===== config.mk =====
export PLATFORM = sky130hd
export DESIGN_NAME = cache_fill_fsm
export DESIGN_NICKNAME = d
export VERILOG_FILES = /design/src/rtl/cache_fill_fsm.sv
export SDC_FILE = /design/constraint.sdc
export NUM_CORES = 1
export LEC_CHECK = 0
export ABC_AREA = 1
export CORE_MARGIN = 1.5
export CORE_UTILIZATION = 36
export DETAILED_ROUTE_END_ITERATION = 8
export PLACE_DENSITY = 0.83
export SLEW_MARGIN = 20
export SYNTH_ARGS = -nofsm -noshare
export SYNTH_HDL_FRONTEND = slang
export SYNTH_SLANG_ARGS = --single-unit

===== constraint.sdc =====
create_clock -name clk -period 2.1 [get_ports clk]
set_clock_uncertainty 0.1 [all_clocks]
set_input_delay 0.21 -clock clk [delete_from_list [all_inputs] [get_ports clk]]
set_output_delay 0.21 -clock clk [all_outputs]
set_load 0.01 [all_outputs]

===== src/rtl/cache_fill_fsm.sv =====
`timescale 1ns/1ps
`default_nettype none
// ============================================================================
//  Module      : cache_fill_fsm
//  Description : Miss-handling controller sitting between the cache arrays and
//                a multi-cycle, pipelined word memory. On a miss it fetches the
//                whole aligned block holding the miss address:
//                  - one memory read request per cycle, back to back;
//                  - each returned word is written into the cache data array;
//                  - the tag/valid entry is written when the last word lands.
//                The core stalls while fsm_busy is high.
//
//  Ports
//    clk             in   1           clock, all state updates on rising edge
//    rst_n           in   1           synchronous active-low reset
//    miss_detected   in   1           lookup missed this cycle (sampled in IDLE)
//    miss_address    in   ADDR_WIDTH  byte address of the missing access
//    fsm_busy        out  1           fill in progress
//    mem_req         out  1           memory read-request strobe
//    mem_addr        out  ADDR_WIDTH  byte address of the current request
//    mem_data_valid  in   1           memory returns one word (request order)
//    mem_data        in   16          returned word
//    cache_wr_en     out  1           data-array write strobe
//    cache_wr_addr   out  ADDR_WIDTH  byte address of the word being written
//    cache_wr_data   out  16          mem_data passed straight through
//    tag_wr_en       out  1           tag/valid write pulse (last word)
//    fill_done       out  1           fill complete pulse (same as tag_wr_en)
//
//  Revision    : 1.0  initial release
// ============================================================================
module cache_fill_fsm #(
    parameter int ADDR_WIDTH      = 16,
    parameter int WORDS_PER_BLOCK = 8
) (
    input  logic                  clk,
    input  logic                  rst_n,
    input  logic                  miss_detected,
    input  logic [ADDR_WIDTH-1:0] miss_address,
    output logic                  fsm_busy,
    output logic                  mem_req,
    output logic [ADDR_WIDTH-1:0] mem_addr,
    input  logic                  mem_data_valid,
    input  logic [15:0]           mem_data,
    output logic                  cache_wr_en,
    output logic [ADDR_WIDTH-1:0] cache_wr_addr,
    output logic [15:0]           cache_wr_data,
    output logic                  tag_wr_en,
    output logic                  fill_done
);

    // Word index width inside a block, byte-offset width, counter width.
    localparam int IDXW = $clog2(WORDS_PER_BLOCK);
    localparam int OFFB = IDXW + 1;
    localparam int CNTW = IDXW + 1;

    localparam logic [CNTW-1:0]       c_full      = CNTW'(WORDS_PER_BLOCK);
    localparam logic [CNTW-1:0]       c_last      = CNTW'(WORDS_PER_BLOCK - 1);
    localparam logic [ADDR_WIDTH-1:0] c_base_mask = ~(ADDR_WIDTH'((1 << OFFB) - 1));

    typedef enum logic [0:0] {
        ST_IDLE = 1'b0,
        ST_FILL = 1'b1
    } state_t;

    state_t                r_state;
    state_t                w_state_nxt;
    logic [ADDR_WIDTH-1:0] r_base;
    logic [ADDR_WIDTH-1:0] w_base_nxt;
    logic [CNTW-1:0]       r_issue_cnt;
    logic [CNTW-1:0]       w_issue_nxt;
    logic [CNTW-1:0]       r_recv_cnt;
    logic [CNTW-1:0]       w_recv_nxt;

    logic                  w_fill;
    logic                  w_mem_req;
    logic                  w_wr_en;
    logic                  w_last;
    logic [ADDR_WIDTH-1:0] w_issue_off;
    logic [ADDR_WIDTH-1:0] w_recv_off;

    // ------------------------------------------------------------------------
    // State register
    // ------------------------------------------------------------------------
    always_ff @(posedge clk) begin
        if (!rst_n) begin
            r_state     <= ST_IDLE;
            r_base      <= '0;
            r_issue_cnt <= '0;
            r_recv_cnt  <= '0;
        end else begin
            r_state     <= w_state_nxt;
            r_base      <= w_base_nxt;
            r_issue_cnt <= w_issue_nxt;
            r_recv_cnt  <= w_recv_nxt;
        end
    end

    // ------------------------------------------------------------------------
    // Next-state and output logic
    // ------------------------------------------------------------------------
    always_comb begin
        w_state_nxt = r_state;
        w_base_nxt  = r_base;
        w_issue_nxt = r_issue_cnt;
        w_recv_nxt  = r_recv_cnt;

        w_fill    = (r_state == ST_FILL);
        w_mem_req = w_fill && (r_issue_cnt < c_full);
        w_wr_en   = w_fill && mem_data_valid && (r_recv_cnt < c_full);
        w_last    = w_wr_en && (r_recv_cnt == c_last);

        // Offsets only ever reach 2*(WORDS_PER_BLOCK-1), which fits the
        // cleared low bits of the base, so OR-ing is a carry-free add and the
        // address can never spill into the tag bits (0xFFF0 -> 0xFFFE max).
        w_issue_off = ADDR_WIDTH'({r_issue_cnt[IDXW-1:0], 1'b0});
        w_recv_off  = ADDR_WIDTH'({r_recv_cnt[IDXW-1:0], 1'b0});

        case (r_state)
            ST_IDLE: begin
                if (miss_detected) begin
                    w_state_nxt = ST_FILL;
                    w_base_nxt  = miss_address & c_base_mask;
                    w_issue_nxt = '0;
                    w_recv_nxt  = '0;
                end
            end
            ST_FILL: begin
                // A further miss here is deliberately ignored: the base of
                // the block in flight must not move.
                if (w_mem_req) begin
                    w_issue_nxt = r_issue_cnt + 1'b1;
                end
                if (w_wr_en) begin
                    w_recv_nxt = r_recv_cnt + 1'b1;
                end
                // Counters are cleared on exit so that IDLE always presents
                // clean zero counts; the next miss reloads them anyway.
                if (w_last) begin
                    w_state_nxt = ST_IDLE;
                    w_issue_nxt = '0;
                    w_recv_nxt  = '0;
                end
            end
            default: begin
                w_state_nxt = ST_IDLE;
            end
        endcase

        fsm_busy      = w_fill;
        mem_req       = w_mem_req;
        mem_addr      = w_mem_req ? (r_base | w_issue_off) : '0;
        cache_wr_en   = w_wr_en;
        cache_wr_addr = r_base | w_recv_off;
        cache_wr_data = mem_data;
        tag_wr_en     = w_last;
        fill_done     = w_last;
    end

endmodule
`default_nettype wire

==> impl_metrics.toml <==
[run_status]
run_status = "finished clean"

[power_and_ir_drop]
p_clk_share_pct = 21.6
p_sw_mw = 0.2499
power.switching_fraction_pct = 28.60
power.leakage_nw = 0.6742
worst_ir_drop_vdd_mv = 0.3633
pwr_total_mw = 0.8738
intPower_mw = 0.6240
power_density_mw_per_mm2 = 554.3
combinationalPowerShare_pct = 26.9
pwr-share-seq_pct = 51.5

[global_route]
maximum_number_of_pins_on_one_net_before_global_route_repair = 28
grt-ovfl-total = 0
wire_length_of_the_first_global_routing_pass_um = 3546
antenna_found_initial = 0
groute.usage.overall_pct = 12.94
number_of_global_route_vias_before_repair = 836

[yosys]
synth_most_common_cell = "sky130_fd_sc_hd__nor2_1"
yosys-top-cells-count = "29 x sky130_fd_sc_hd__nor2_1, 24 x sky130_fd_sc_hd__inv_1, 23 x sky130_fd_sc_hd__buf_4"
sequential_fraction_of_the_synthesis_area_pct = 36.76
synthDistinctLibCells = 21
synth.area.top_cells = "sky130_fd_sc_hd__dfxtp_1 37%, sky130_fd_sc_hd__buf_4 15%, sky130_fd_sc_hd__nor2_1 9.5%, sky130_fd_sc_hd__inv_1 7.9%, sky130_fd_sc_hd__a21oi_1 7.4%"
ys_warn_count = 0
postSynthAreaPerCell_um2 = 7.147
synth_top_flop_cell = "sky130_fd_sc_hd__dfxtp_1"
synth-edff-count = 0
synth_cells = 160
postSynthRegisterBits = 21
postSynth.asyncResetShare_pct = 0
area_share_of_the_largest_cell_type_after_synthesis_pct = 36.76
synth.largest_area_cell = "sky130_fd_sc_hd__dfxtp_1"
synthesis.area_mm2 = 0.001144

[timing]
setup_violations = 0
final-hold-violation-count = 0
setup_ws_ns = 0.1248
timing_max_transition_violations_final = 0
clock.fmax_mhz = 506.3
final_critical_path_time_including_i_o_delays_and_setup_ns = 1.975
setup_repair_after_global_routing_missed_its_margin = "no"
final.period_utilization_pct = 94.06
timing.setup.tns_ns = 0

[clock_network]
cts_made_buffers = 3
htree_num_levels = 1
insertion_delay_ns = 0.30
cts-hold-fix-buffers = 0
tritoncts = "done"
tritoncts_num_sinks = 21
clk_path_buf_depth = 2
cts.clk_slew.worst_paths_ns = 0.12
clock-root-buffer = "sky130_fd_sc_hd__clkbuf_4"

[setup_path]
start_kind = "register"
critical_path_required_ns = 1.79
worst_path_largest_cell_delay_ns = 0.52
worstSetupEndpointType = "primary output"
worst-endpoint-arrival_ns = 1.67
worst_path_dominant_cell_family = "buffers and inverters"
path_buf_inv = 2
timing.setup.critical_path_class = "register to primary output"
critical_path.max_fanout = 6
crit_path_cell_trace = "nand2_1 > nor2_4 > nand2_4 > inv_1 > clkdlybuf4s50_1"
crit_path_top_delay_cell = "sky130_fd_sc_hd__clkdlybuf4s50_1"

[finish]
antennaDiodeCount = 0
finalNonFillerCells = 235
finalNetCount = 230
layout-drive-gt1-share_pct = 9.424
multi_input_combinational_cell_area_um2 = 437.9
num-fill-cells = 285
finalInstanceArea_mm2 = 0.001577
register_area_um2 = 424.2
layout-area-overhead-vs-synth_pct = 37.86

[drt]
wirelength_um = 2252
dr_total_vias = 981
detail_route.iter0.violations = 20
route.detailed.drc = 0
drt_first_pass_iters = 4
post_drt_via_cell_ratio = 4.174
route.antenna.remaining_nets = 0
detail_route.wl_per_cell_um = 9.583

[floorplan]
die-width_um = 59.36
top_level_ports = 89
dieArea_mm2 = 0.003524
initial_core_util_pct = 37.77
dieHeight_um = 59.36
rows = 20
core_area_mm2 = 0.003028

[placed_design]
post_dp_cell_area_mm2 = 0.001530
dpl_worst_slack_ns = 0.2037
placedCellCount = 230
hpwl_um = 1674
io_buffer_count = 50
globalplace.congestion = 0.7977

[run]
timing.max_cap.violations = 0

[min_path]
min-delay-path-class = "primary input to primary output"
[cells in the final DEF (no fill, tap or decap)]
master                            count
sky130_fd_sc_hd__clkdlybuf4s50_1     49
sky130_fd_sc_hd__nor2_1              29
sky130_fd_sc_hd__inv_1               24
sky130_fd_sc_hd__dfxtp_1             18
sky130_fd_sc_hd__a21oi_1             17
sky130_fd_sc_hd__o21ai_0             14
sky130_fd_sc_hd__nand2_1             10
sky130_fd_sc_hd__nand3_1              4
sky130_fd_sc_hd__nand2_2              3
sky130_fd_sc_hd__clkbuf_4             3
sky130_fd_sc_hd__dfxtp_2              3
sky130_fd_sc_hd__nand2_4              2
sky130_fd_sc_hd__nand4_1              2
sky130_fd_sc_hd__ha_1                 2
sky130_fd_sc_hd__conb_1               2
sky130_fd_sc_hd__buf_4                2
sky130_fd_sc_hd__nor2_4               1
sky130_fd_sc_hd__nand3_2              1
sky130_fd_sc_hd__inv_2                1
sky130_fd_sc_hd__xor2_1               1
sky130_fd_sc_hd__clkinv_2             1
sky130_fd_sc_hd__dlymetal6s2s_1       1
sky130_fd_sc_hd__buf_12               1
[through the flow]
step	hold slack, ns	util, %
final	0.3200	52.07
after global routing	0.3200	52.07
after CTS	0.3201	51.65
after detailed placement	0.3201	50.54
after global placement	0.3201	50.54
after floorplan	0.2484	-
[what timing repair did]
item                       in CTS  in global routing
buffers inserted                0                  1
gates resized for setup         2                  3
setup endpoints to repair      17                  2
[power by group through the flow]
stage	combinational [mW]	clock (mW)	sequential, mW
6_report	0.235	0.189	0.450
3_3_place_gp	0.233	0	0.456
3_5_place_dp	0.235	0	0.458
4_1_cts	0.238	0.203	0.450
2_1_floorplan	0.146	0	0.465
5_1_grt	0.263	0.217	0.454
[worst reg2reg max path, delay by kind of cell, from the launching register on]
kind	cells	cell delay (ns)
AND/OR/NAND/NOR	3	0.31
buffers and inverters	2	0.26
flip-flops	1	0.43
AO/OA/AOI/OAI	1	0.17
[per-layer routing]
| layer | up-vias | GRT usage [%] | wire length (µm) |
|---|---|---|---|
| met3 | 4 | 5.677 | 167 |
| met4 | 0 | 2.597 | 19 |
| li1 | 532 | - | - |
| met5 | - | 0 | 0 |
| met1 | 414 | 15.97 | 1076 |
| met2 | 31 | 20.88 | 988 |
[area by class of cell]
cell class | instances | area share [%]
repair buffers | 53 | 34.13
inverters | 25 | 5.952
well taps | 44 | 3.492
clock inverters | 1 | 0.3175
flip-flops and latches | 21 | 26.90
clock buffers | 3 | 1.429
multi-input cells | 88 | 27.78
[cell families after synthesis]
group	after synthesis	share of synthesized area (%)
XOR/XNOR	1	0.7660
adder cells (fa/ha/maj)	2	2.188
AND/OR/NAND/NOR	52	20.68
buffers and inverters	52	25.71
AO/OA/AOI/OAI	31	13.57
flip-flops	21	36.76
other	1	0.3279
[state kept, by name, indices dropped and copies added (netlist names)]
register / flops
fsm_busy: 1
r_issue_cnt: 4
r_recv_cnt: 4
r_base: 12
[worst paths after layout]
| kind | start | end | slack (ns) | depth (start not counted) |
|---|---|---|---|---|
| max | fsm_busy | fill_done | 0.12 | 5 |
| min | mem_data[15] | cache_wr_data[15] | 0.32 | 0 |
| max reg2reg | fsm_busy | r_issue_cnt[0] | 0.73 | 6 |
| min reg2reg | r_base[13] | r_base[13] | 0.37 | 2 |
No activity file was read; power rests on OpenSTA's default activity.
